`config.mk`:
```
export PLATFORM = sky130hd
export DESIGN_NAME = cs_sample_feeder
export DESIGN_NICKNAME = d
export VERILOG_FILES = /design/src/rtl/cs_pkg.sv /design/src/rtl/cs_sync_fifo.sv /design/src/rtl/cs_sample_feeder.sv
export SDC_FILE = /design/constraint.sdc
export NUM_CORES = 1
export LEC_CHECK = 0
export ABC_AREA = 1
export CAP_MARGIN = 10
export CORE_MARGIN = 2
export CORE_UTILIZATION = 60
export DETAILED_ROUTE_END_ITERATION = 10
export PLACE_DENSITY = 0.91
export SETUP_SLACK_MARGIN = 0.2
export SLEW_MARGIN = 5
export SYNTH_ARGS = -nofsm -noshare
export SYNTH_HDL_FRONTEND = slang
export SYNTH_SLANG_ARGS = --single-unit
```
`constraint.sdc`:
```
create_clock -name clk -period 2.6 [get_ports clk]
set_clock_uncertainty 0.05 [all_clocks]
set_input_delay 0.39 -clock clk [delete_from_list [all_inputs] [get_ports clk]]
set_output_delay 0.39 -clock clk [all_outputs]
set_load 0.005 [all_outputs]
```
`src/rtl/cs_pkg.sv`:
```
// cs_pkg: shared definitions for the CS transmit-side feeder.
//   CS_DATA_W      - sample width seen by CS.X
//   CS_WIN         - CS averaging window length
//   feeder_state_t - feeder control states (IDLE / STREAM)
package cs_pkg;

    localparam int CS_DATA_W = 8;
    localparam int CS_WIN    = 9;

    typedef enum logic {
        IDLE   = 1'b0,
        STREAM = 1'b1
    } feeder_state_t;

endpackage

```
`src/rtl/cs_sync_fifo.sv`:
```
// cs_sync_fifo: single-clock FIFO with registered occupancy.
//   clk, reset     - clock, asynchronous active-high reset
//   clear          - synchronous discard of all contents
//   push, din      - write request and data (ignored when full or clearing)
//   pop            - read request (ignored when empty or clearing)
//   dout           - current head entry
//   full, empty    - occupancy flags
//   count          - number of stored entries
module cs_sync_fifo #(
    parameter int DATA_W = 8,
    parameter int DEPTH  = 16
) (
    input  logic                       clk,
    input  logic                       reset,
    input  logic                       clear,
    input  logic                       push,
    input  logic                       pop,
    input  logic [DATA_W-1:0]          din,
    output logic [DATA_W-1:0]          dout,
    output logic                       full,
    output logic                       empty,
    output logic [$clog2(DEPTH+1)-1:0] count
);

    localparam int PTR_W = $clog2(DEPTH);
    localparam int CNT_W = $clog2(DEPTH + 1);

    logic [DATA_W-1:0] mem [DEPTH];
    logic [PTR_W-1:0]  wr_ptr;
    logic [PTR_W-1:0]  rd_ptr;
    logic              do_push;
    logic              do_pop;

    assign do_push = push && !full && !clear;
    assign do_pop  = pop && !empty && !clear;

    always_ff @(posedge clk) begin
        if (do_push) begin
            mem[wr_ptr] <= din;
        end
    end

    // Pointers wrap naturally because DEPTH is a power of two.
    always_ff @(posedge clk or posedge reset) begin
        if (reset) begin
            wr_ptr <= '0;
            rd_ptr <= '0;
            count  <= '0;
        end else if (clear) begin
            wr_ptr <= '0;
            rd_ptr <= '0;
            count  <= '0;
        end else begin
            if (do_push) begin
                wr_ptr <= wr_ptr + PTR_W'(1);
            end
            if (do_pop) begin
                rd_ptr <= rd_ptr + PTR_W'(1);
            end
            case ({do_push, do_pop})
                2'b10:   count <= count + CNT_W'(1);
                2'b01:   count <= count - CNT_W'(1);
                default: count <= count;
            endcase
        end
    end

    assign full  = (count == CNT_W'(DEPTH));
    assign empty = (count == '0);
    assign dout  = mem[rd_ptr];

endmodule

```
`src/rtl/cs_sample_feeder.sv`:
```
// cs_sample_feeder: buffers samples from a valid/ready producer and drives
// CS.X at one sample per clock, tracking how many consecutive fresh samples
// CS has captured.
//   clk, reset         - clock shared with CS, asynchronous active-high reset
//   in_data, in_valid  - upstream sample and its valid
//   in_ready           - FIFO can accept (not full and not flushing)
//   flush              - synchronous discard of buffered samples, back to IDLE
//   X                  - registered sample driven to CS.X
//   x_fresh            - X holds a newly popped sample this cycle
//   y_valid            - CS.Y is built from WIN consecutive fresh samples
//   fill_cnt           - FIFO occupancy
//   underrun_cnt       - saturating count of underrun exits from STREAM
//                        (present only when CS_UNDERRUN_CNT_EN is defined)
module cs_sample_feeder
    import cs_pkg::*;
#(
    parameter int DATA_W      = CS_DATA_W,
    parameter int DEPTH       = 16,
    parameter int START_LEVEL = 4,
    parameter int WIN         = CS_WIN
) (
    input  logic                       clk,
    input  logic                       reset,
    input  logic [DATA_W-1:0]          in_data,
    input  logic                       in_valid,
    output logic                       in_ready,
    input  logic                       flush,
    output logic [DATA_W-1:0]          X,
    output logic                       x_fresh,
    output logic                       y_valid,
    output logic [$clog2(DEPTH+1)-1:0] fill_cnt
`ifdef CS_UNDERRUN_CNT_EN
    ,
    output logic [7:0]                 underrun_cnt
`endif
);

    localparam int CNT_W = $clog2(DEPTH + 1);
    localparam int WIN_W = $clog2(WIN + 1);
    localparam logic [WIN_W-1:0] WIN_MAX = WIN_W'(WIN);

    feeder_state_t     state;
    feeder_state_t     state_next;
    logic              push;
    logic              pop;
    logic              fifo_full;
    logic              fifo_empty;
    logic [DATA_W-1:0] fifo_head;
    logic [WIN_W-1:0]  win_cnt;
    logic [WIN_W-1:0]  win_next;

    assign in_ready = !fifo_full && !flush;
    assign push     = in_valid && in_ready;

    cs_sync_fifo #(
        .DATA_W (DATA_W),
        .DEPTH  (DEPTH)
    ) u_fifo (
        .clk   (clk),
        .reset (reset),
        .clear (flush),
        .push  (push),
        .pop   (pop),
        .din   (in_data),
        .dout  (fifo_head),
        .full  (fifo_full),
        .empty (fifo_empty),
        .count (fill_cnt)
    );

    always_ff @(posedge clk or posedge reset) begin
        if (reset) begin
            state <= IDLE;
        end else begin
            state <= state_next;
        end
    end

    always_comb begin
        state_next = state;
        if (flush) begin
            state_next = IDLE;
        end else begin
            case (state)
                IDLE:    if (fill_cnt >= CNT_W'(START_LEVEL)) state_next = STREAM;
                STREAM:  if (fifo_empty) state_next = IDLE;
                default: state_next = IDLE;
            endcase
        end
    end

    always_comb begin
        pop = 1'b0;
        if (!flush && state == STREAM) begin
            pop = !fifo_empty;
        end
    end

    // CS captures X on every edge; a stale capture restarts the run.
    always_comb begin
        win_next = '0;
        if (x_fresh) begin
            win_next = (win_cnt == WIN_MAX) ? WIN_MAX : win_cnt + WIN_W'(1);
        end
    end

    // y_valid is registered from the same next value as win_cnt, so it
    // always equals (win_cnt == WIN) without a combinational compare.
    always_ff @(posedge clk or posedge reset) begin
        if (reset) begin
            X       <= '0;
            x_fresh <= 1'b0;
            win_cnt <= '0;
            y_valid <= 1'b0;
        end else if (flush) begin
            X       <= '0;
            x_fresh <= 1'b0;
            win_cnt <= '0;
            y_valid <= 1'b0;
        end else begin
            if (pop) begin
                X <= fifo_head;
            end
            x_fresh <= pop;
            win_cnt <= win_next;
            y_valid <= (win_next == WIN_MAX);
        end
    end

`ifdef CS_UNDERRUN_CNT_EN
    logic underrun;

    assign underrun = !flush && (state == STREAM) && fifo_empty;

    always_ff @(posedge clk or posedge reset) begin
        if (reset) begin
            underrun_cnt <= '0;
        end else if (underrun && underrun_cnt != 8'hFF) begin
            underrun_cnt <= underrun_cnt + 8'd1;
        end
    end
`endif

endmodule

```
# Yosys cells after proc, flatten, opt, wreduce, memory -nomap -nowiden
# Memories as Yosys holds them, arrays and structs flattened.
# Cells that the tools add are included.
# totals
word_cells,56
ram_bits,128
out_inout_bits,16
mem_count,1
reg_bits,28
in_bits,12
# memory_table
name,words,word_bits,rd,rd_clocked_by_memory_dff,write_ports,line,text
u_fifo.mem,16,8,1,0,1,cs_sync_fifo.sv:28,logic [DATA_W-1:0] mem [DEPTH];
# op_classes
n_addsub,5
reduce_logical,15
muxes,20
n_eq_ne,5
bitwise_logic,1
n_lt_le_gt_ge,1
# ops
op,count
4-bit 2-to-1 mux,7
8-bit 2-to-1 mux,2
"4-bit by 1-bit adder with 4-bit output, second input constant",3
5-bit case mux with 2 select lines,1
"4-bit == test, second input constant",2
1-bit 2-to-1 mux,8
1-bit logical AND,7
2-bit nonzero test,3
"5-bit by 1-bit adder with 5-bit output, second input constant",1
"5-bit == test, second input constant",1
"5-bit by 3-bit greater-or-equal comparator with 1-bit output, second input constant",1
5-bit logical NOT,1
5-bit 2-to-1 mux,1
"5-bit by 1-bit subtractor with 5-bit output, second input constant",1
1-bit logical NOT,3
3-bit nonzero test,1
"2-bit by 1-bit == test with 1-bit output, second input constant",1
"2-bit == test, second input constant",1
1-bit case mux with 2 select lines,1
1-bit NOT,1

# Logic depth before layout (Yosys ltp)
# Gate-level depths: netlist (run 1).
# depth
depth_word,9
mapped_depth,15
ltp_nobuf,15

# Hierarchy
# From an unflattened synthesis (run 1), not the netlist that was laid out.
# unflattened
hier_cells,606
hier_area_um2,6859.1
# modules_own_cells
mod,instances,area_per_inst_um2,cells_per_inst,seq_area_each_um2
cs_sync_fifo,1,6187.2,531,4169.0
cs_sample_feeder,1,671.9,75,375.4

# Worst setup path after synthesis (run 1)
# Ideal clock, no wire load.
# synth_timing
kind,register to register
from,reg u_fifo.count[2]
to,reg u_fifo.count[4]
period_less_slack_ns,2.038
required_ns,2.434
arrival_time_ns,1.872
stages_incl_launch_ff,16
path_slack_ns,0.562
setup_ns,0.116
cell_sequence,dfrtp_1 nor2_1 nand3_1 nand2_1 inv_2 nand2_2 inv_1 ha_1 a21oi_1 nand2_1 nand2_1 nand2_1 nand2_1 nand2_1 nand2_1 nand2_1
# synth_between
elab_chain_cells,9
# synth_lines
item,line,text
"start, declared",cs_sync_fifo.sv:22,output logic [$clog2(DEPTH+1)-1:0] count
"start signal, assigned",cs_sync_fifo.sv:61,2'b10: count <= count + CNT_W'(1);
"start signal, assigned",cs_sync_fifo.sv:62,2'b01: count <= count - CNT_W'(1);
"start signal, assigned",cs_sync_fifo.sv:63,default: count <= count;
5-bit == test,cs_sync_fifo.sv:68,assign full = (count == CNT_W'(DEPTH));
1-bit logical NOT,"cs_sync_fifo.sv:34, cs_sample_feeder.sv:52",
1-bit logical AND,cs_sample_feeder.sv:52,assign in_ready = !fifo_full && !flush;
1-bit logical AND,cs_sample_feeder.sv:53,assign push = in_valid && in_ready;
1-bit logical AND (2 in a row),cs_sync_fifo.sv:34,assign do_push = push && !full && !clear;
2-bit by 1-bit == test with 1-bit output or 2-bit == test (tied branches),cs_sync_fifo.sv:60,"case ({do_push, do_pop})"
5-bit case mux with 2 select lines,cs_sync_fifo.sv:60,
5-bit 2-to-1 mux,cs_sync_fifo.sv:49,end else if (clear) begin
# Parallel ways exist; a longest one is shown, timed or not.
# A chain may end at the register's enable or synchronous reset.

# Worst setup path after layout (run 1)
# layout_timing
from,reg u_fifo.count[0]
to,reg u_fifo.count[3]
# Same word-level chain as after synthesis.

==> impl_metrics.yaml, run 1 <==
timing:
  hold_ws_ps: 277.8
  rsz0062_at_grt: "no"
  max_slew_margin: 0.4690
  post-route-min-period_ps: 2349
  setup_viol: 0
  timing.fmax_ghz: 0.4258
  finalSetupTns_ps: 0
  final_hold_viol_count: 0
  maxSlewViolCount: 0
  layout_setup_ws_ps: 251.2
  worst_slew_pin_slew_ps: 794.0
  min_period_over_period: 0.9034
yosys:
  syn_inst: 639
  seq_area_frac_synth: 0.6721
  synth_top_area_cell: "edfxtp_1"
  synth_area_leaders: "edfxtp_1, dfrtp_1, nand2_1"
  ys_async_sr_fraction: 0.1795
  synth_seq_cells: 156
  syn-cell-area_um2: 6761
  synth_cell_types: 28
  yosysMostFrequentCell: "nand2_1"
  ys.flop_type: "edfxtp_1"
  synth_fp_nets: 662
  netlist_top_cells_count: "nand2_1, edfxtp_1, nor2_1"
  ys_warn_count: 0
  synth_top_area_share: 0.5685
  synth-edff-count: 128
  syn_area_per_cell_um2: 10.58
clock_network:
  post_cts_resized: 0
  cts-hold-fix-buffers: 0
  cts_buffers: 17
  clock_sinks: 156
  cts_max_level: 4
  root_buffer: "clkbuf_16"
  clk_pin_slew_ps: 60
  clock_latency_ps: 430
  postCtsSetupBuffers: 0
  cts_max_path_buffers: 2
  cts_tree: "yes"
floorplanning:
  core.rowCount: 38
  start_util: 0.6183
  coreArea_um2: 10940
  die_h_um: 110.2
  fp.dieW_um: 110.2
  io_pins: 28
  die-area_um2: 12130
setup_path:
  critPathCaptureType: "flop"
  cp-start-kind: "flop"
  cp_common_cell: "nand2_1"
  crit_slowest_cell: "dfrtp_2"
  crit_fanout: 6
  cp.arrival_ps: 2610
  worstPathBufferInverterCount: 1
  path_class: "reg2reg"
  cp_top_family: "simple AND/OR/NAND/NOR gates"
  cp.required_ps: 2860
  crit_path_max_incr_delay_ps: 460
  path_cells: "nor2_2, nand3_1, nand3_1, nand2_2, inv_1, ha_2, a21oi_2, nand2_1, xnor2_1, nor2_1, nand2_1, nand2_1"
power:
  power_mw: 5.948
  power_density_nw_per_um2: 754.9
  irDropWorstVdd_uv: 533.1
  p_leak_nw: 3.220
grt:
  grt_max_degree: 75
  grt_pass1_wl_um: 24230
  overflow: 0
  grt_pass1_vias: 4723
  antenna_found_initial: 0
  grt.total_usage: 0.2764
placed_design:
  finalWeightedCongestion: 0.8718
  io_buffer_count: 27
  dpl.hpwl_um: 9406
  placed_cell_area_um2: 7262
  post-place-ws_ps: 86.12
  dp.cells: 807
drt:
  antenna_left: 0
  via_per_inst: 5.856
  route.vias.total: 4913
  wire_per_inst_um: 18.43
  drc: 0
  first_iter_violations: 625
  first_pass_iters: 6
  drt_wl_total_um: 15470
min_path:
  hp-class: "in2async"
final_layout:
  area_growth_pct: 16.54
  layout-drive-gt1-share: 0.1016
  fin_area_um2: 7880
  antenna_cells: 0
  nNetsFinal: 709
  layoutNonFillerInstCount: 839
  final_core_util: 0.7206
job:
  cap_viol_max_count: 0
run_status:
  outcome: "finished clean"
==> final timing paths <==
path,from,to,slack (ps),cells past startpoint
setup / recovery,u_fifo.count[0],u_fifo.count[3],250,12
hold / removal,reset,X[3],280,3
setup reg to reg,u_fifo.count[0],u_fifo.count[3],250,12
hold reg to reg,X[5],X[5],440,2
max in group asynchronous,reset,u_fifo.count[0],1940,3
min in group clk,X[5],X[5],440,2
==> power by group <==
part	switching, mW	internal (mW)
logic	0.414	0.226
registers	0.0533	2.76
clock network	0.990	1.50
==> cells by family after synthesis <==
logic type	after synthesis	synth area share
flops	156	0.6721
fa+ha+maj	11	0.02147
buf+inv	73	0.05218
xor+xnor	4	0.005182
compound gates	72	0.05977
simple gates	323	0.1893
==> routing by layer <==
metal  GRT usage  wire length, um  vias to the layer above
met1      0.3542             5787                     2298
met2      0.4540             7705                      321
met4     0.09821              490                        0
li1            -                -                     2236
met5           0                0                        -
met3     0.07937             1481                       58
==> final cells by class <==
cell class	count	area, um2
sequential	156	4546
fill	728	3055
multi-input combinational	410	1884
timing repair buffer	55	505.5
clock buffer	17	425.4
tap	140	175.2
inverter	46	172.7
clock inverter	15	171.4
==> worst reg2reg max path, stage by stage (launching register included) <==
cell and delay (ps):
dfrtp_2 460, nor2_2 190, nand3_1 130, nand3_1 140
nand2_2 130, inv_1 140, ha_2 330, a21oi_2 160
nand2_1 110, xnor2_1 200, nor2_1 60, nand2_1 80
nand2_1 70
==> cells in the final DEF, fill, tap and decap left out, types with 2 or more instances in the layout <==
cell             instances
o211ai_1                16
inv_2                    5
nand2_1                178
clkdlybuf4s50_1         27
clkinv_1                 5
clkinv_4                 2
ha_1                     9
a21oi_2                  2
inv_6                    2
xor2_1                   2
nor2_1                  99
buf_12                   2
bufinv_16                3
buf_4                   26
xnor2_1                  2
o21ai_0                 19
nor2_4                   2
nor3_1                   2
dfrtp_1                 27
nand2_2                  2
edfxtp_1               128
inv_1                   39
clkinvlp_4               4
clkbuf_16               17
a21oi_1                  4
o21ai_1                 29
nand3_1                 37
==> registers in the layout, summed over array words and instances, names as in the netlist <==
signal / cells
X: 8
state: 1
y_valid: 1
u_fifo.mem: 128
u_fifo.wr_ptr: 4
u_fifo.count: 5
x_fresh: 1
u_fifo.rd_ptr: 4
win_cnt: 4
Note: power is estimated with default switching activity, not from simulation.
==> run 2, diff against run 1 <==
--- a/config.mk
+++ b/config.mk
@@ -11,6 +11,7 @@
 export CORE_UTILIZATION = 60
 export DETAILED_ROUTE_END_ITERATION = 10
 export PLACE_DENSITY = 0.91
+export RECOVER_POWER = 100
 export SETUP_SLACK_MARGIN = 0.2
 export SLEW_MARGIN = 5
 export SYNTH_ARGS = -nofsm -noshare
==> impl_metrics.yaml, run 2 (synthesis results as in run 1) <==
power:
  irDropWorstVdd_uv: 533.0
  power_mw: 5.920
  p_comb_frac: 0.104
  seq_power_share: 0.475
  p_int_mw: 4.472
  p_clk_frac: 0.420
  switchingPower_mw: 1.447
  power_density_nw_per_um2: 756.3
  p_leak_nw: 3.251
  swShare: 0.2445
floorplanning:
  start_util: 0.6183
  die-area_um2: 12130
  core.rowCount: 38
  io_pins: 28
  die_h_um: 110.2
  coreArea_um2: 10940
  fp.dieW_um: 110.2
final_layout:
  mostFrequentLayoutCells: "nand2_1, edfxtp_1, nor2_1, inv_1, nand3_1"
  nNetsFinal: 709
  layout-drive-gt1-share: 0.08870
  final_core_util: 0.7158
  fill_cells: 745
  largestRegisters: "u_fifo.mem: 128 flops, X: 8 flops, u_fifo.count: 5 flops"
  largest_reg_flops: 128
  area_growth_pct: 15.77
  largest_register: "u_fifo.mem"
  fin_area_um2: 7828
  final_common_cell: "nand2_1"
  layoutNonFillerInstCount: 839
  antenna_cells: 0
setup_path:
  startpoint: "flush"
  cp-start-kind: "input port"
  path_class: "in2reg"
  crit_slowest_cell: "dlygate4sd3_1"
  critPathCaptureType: "flop"
  crit_fanout: 8
  rr_startpoint: "u_fifo.count[0]"
  path_cells: "dlygate4sd3_1, clkinv_1, buf_4, nand2_1, nor2_1, nand2_1, nor2_1, clkbuf_2"
  r2r_cells: 12
  cp.required_ps: 2640
  crit_path_max_incr_delay_ps: 620
  cp.arrival_ps: 2430
grt:
  antenna_found_initial: 0
  met2_usage: 0.4540
  met3_usage: 0.07937
  met1_usage: 0.3542
  grt_most_used_layer: "met2"
  overflow: 0
  grt.total_usage: 0.2764
  grt_max_degree: 75
  grt_pass1_wl_um: 24230
  grt_pass1_vias: 4723
drt:
  first_pass_iters: 5
  wire_per_inst_um: 18.44
  antenna_left: 0
  route.vias.total: 4903
  via_per_inst: 5.844
  drt_wl_total_um: 15470
  first_iter_violations: 721
  drc: 0
placed_design:
  placed_cell_area_um2: 7262
  dpl.hpwl_um: 9406
  finalWeightedCongestion: 0.8718
  post-place-ws_ps: 86.12
  dp.cells: 807
  io_buffer_count: 27
clock_network:
  clock_sinks: 156
  cts_max_path_buffers: 2
  cts-hold-fix-buffers: 0
  clock_latency_ps: 430
  cts_buffers: 17
  cts_tree: "yes"
  post_cts_resized: 0
  postCtsSetupBuffers: 0
  cts_max_level: 4
  root_buffer: "clkbuf_16"
  clk_pin_slew_ps: 60
timing:
  layout_setup_ws_ps: 211.9
  rsz0062_at_grt: "no"
  maxSlewViolCount: 0
  timing.fmax_ghz: 0.4187
  post-route-min-period_ps: 2388
  finalSetupTns_ps: 0
  min_period_over_period: 0.9185
  final_hold_viol_count: 0
  setup_viol: 0
  max_slew_margin: 0.02874
  worst_slew_pin_slew_ps: 1457
  hold_ws_ps: 433.9
min_path:
  holdCritStartpoint: "X[5]"
  hp-class: "reg2reg"
  min_path_cells: 2
run_status:
  outcome: "finished clean"
job:
  cap_viol_max_count: 0
[run 2: changes by cell type in the layout (fill, tap and decap cells not counted)]
cell	before	now
buf_4	26	10
clkbuf_1	0	3
clkbuf_2	0	13
clkdlybuf4s50_1	27	2
clkinv_1	5	6
dfrtp_1	27	28
dfrtp_2	1	0
dlygate4sd3_1	0	25
inv_1	39	42
inv_2	5	1
nor2_1	99	100
nor2_4	2	1
o21ai_0	19	21
o21ai_1	29	27
[run 2: final cells by class]
cell class                 count  area, um2  share of cell area
timing repair buffer          55      461.7             0.05898
clock inverter                15      171.4             0.02190
tap                          140      175.2             0.02238
clock buffer                  17      425.4             0.05435
multi-input combinational    410       1877              0.2398
sequential                   156       4544              0.5806
inverter                      46      172.7             0.02206
[run 2: power by group through the flow]
stage	logic (mW)	clock network (mW)	registers (mW)
floorplan	0.391	0	2.85
global placement	0.567	0	2.85
detailed placement	0.598	0	2.86
CTS	0.615	2.49	2.81
global route	0.684	2.61	2.82
finish	0.618	2.49	2.81
[run 2: path summary, 6_finish.rpt]
kind | end | slack (ps)
setup / recovery | u_fifo.mem[10][1] | 210
hold reg to reg | X[5] | 430
hold / removal | X[5] | 430
max in group asynchronous | u_fifo.wr_ptr[0] | 800
setup reg to reg | u_fifo.count[3] | 250
min in group asynchronous | X[3] | 850
[run 2: critical path: cells and delay by family]
kind / cells / cell delay [ps]
buf+inv: 4 / 1190
simple gates: 4 / 850
[run 2: layer usage]
layer | up-vias | part of all wire | wire length (um)
li1 | 2240 | - | -
met1 | 2301 | 0.37 | 5791
met2 | 320 | 0.51 | 7817
met3 | 42 | 0.096 | 1489
met4 | 0 | 0.024 | 376
met5 | - | 0 | 0
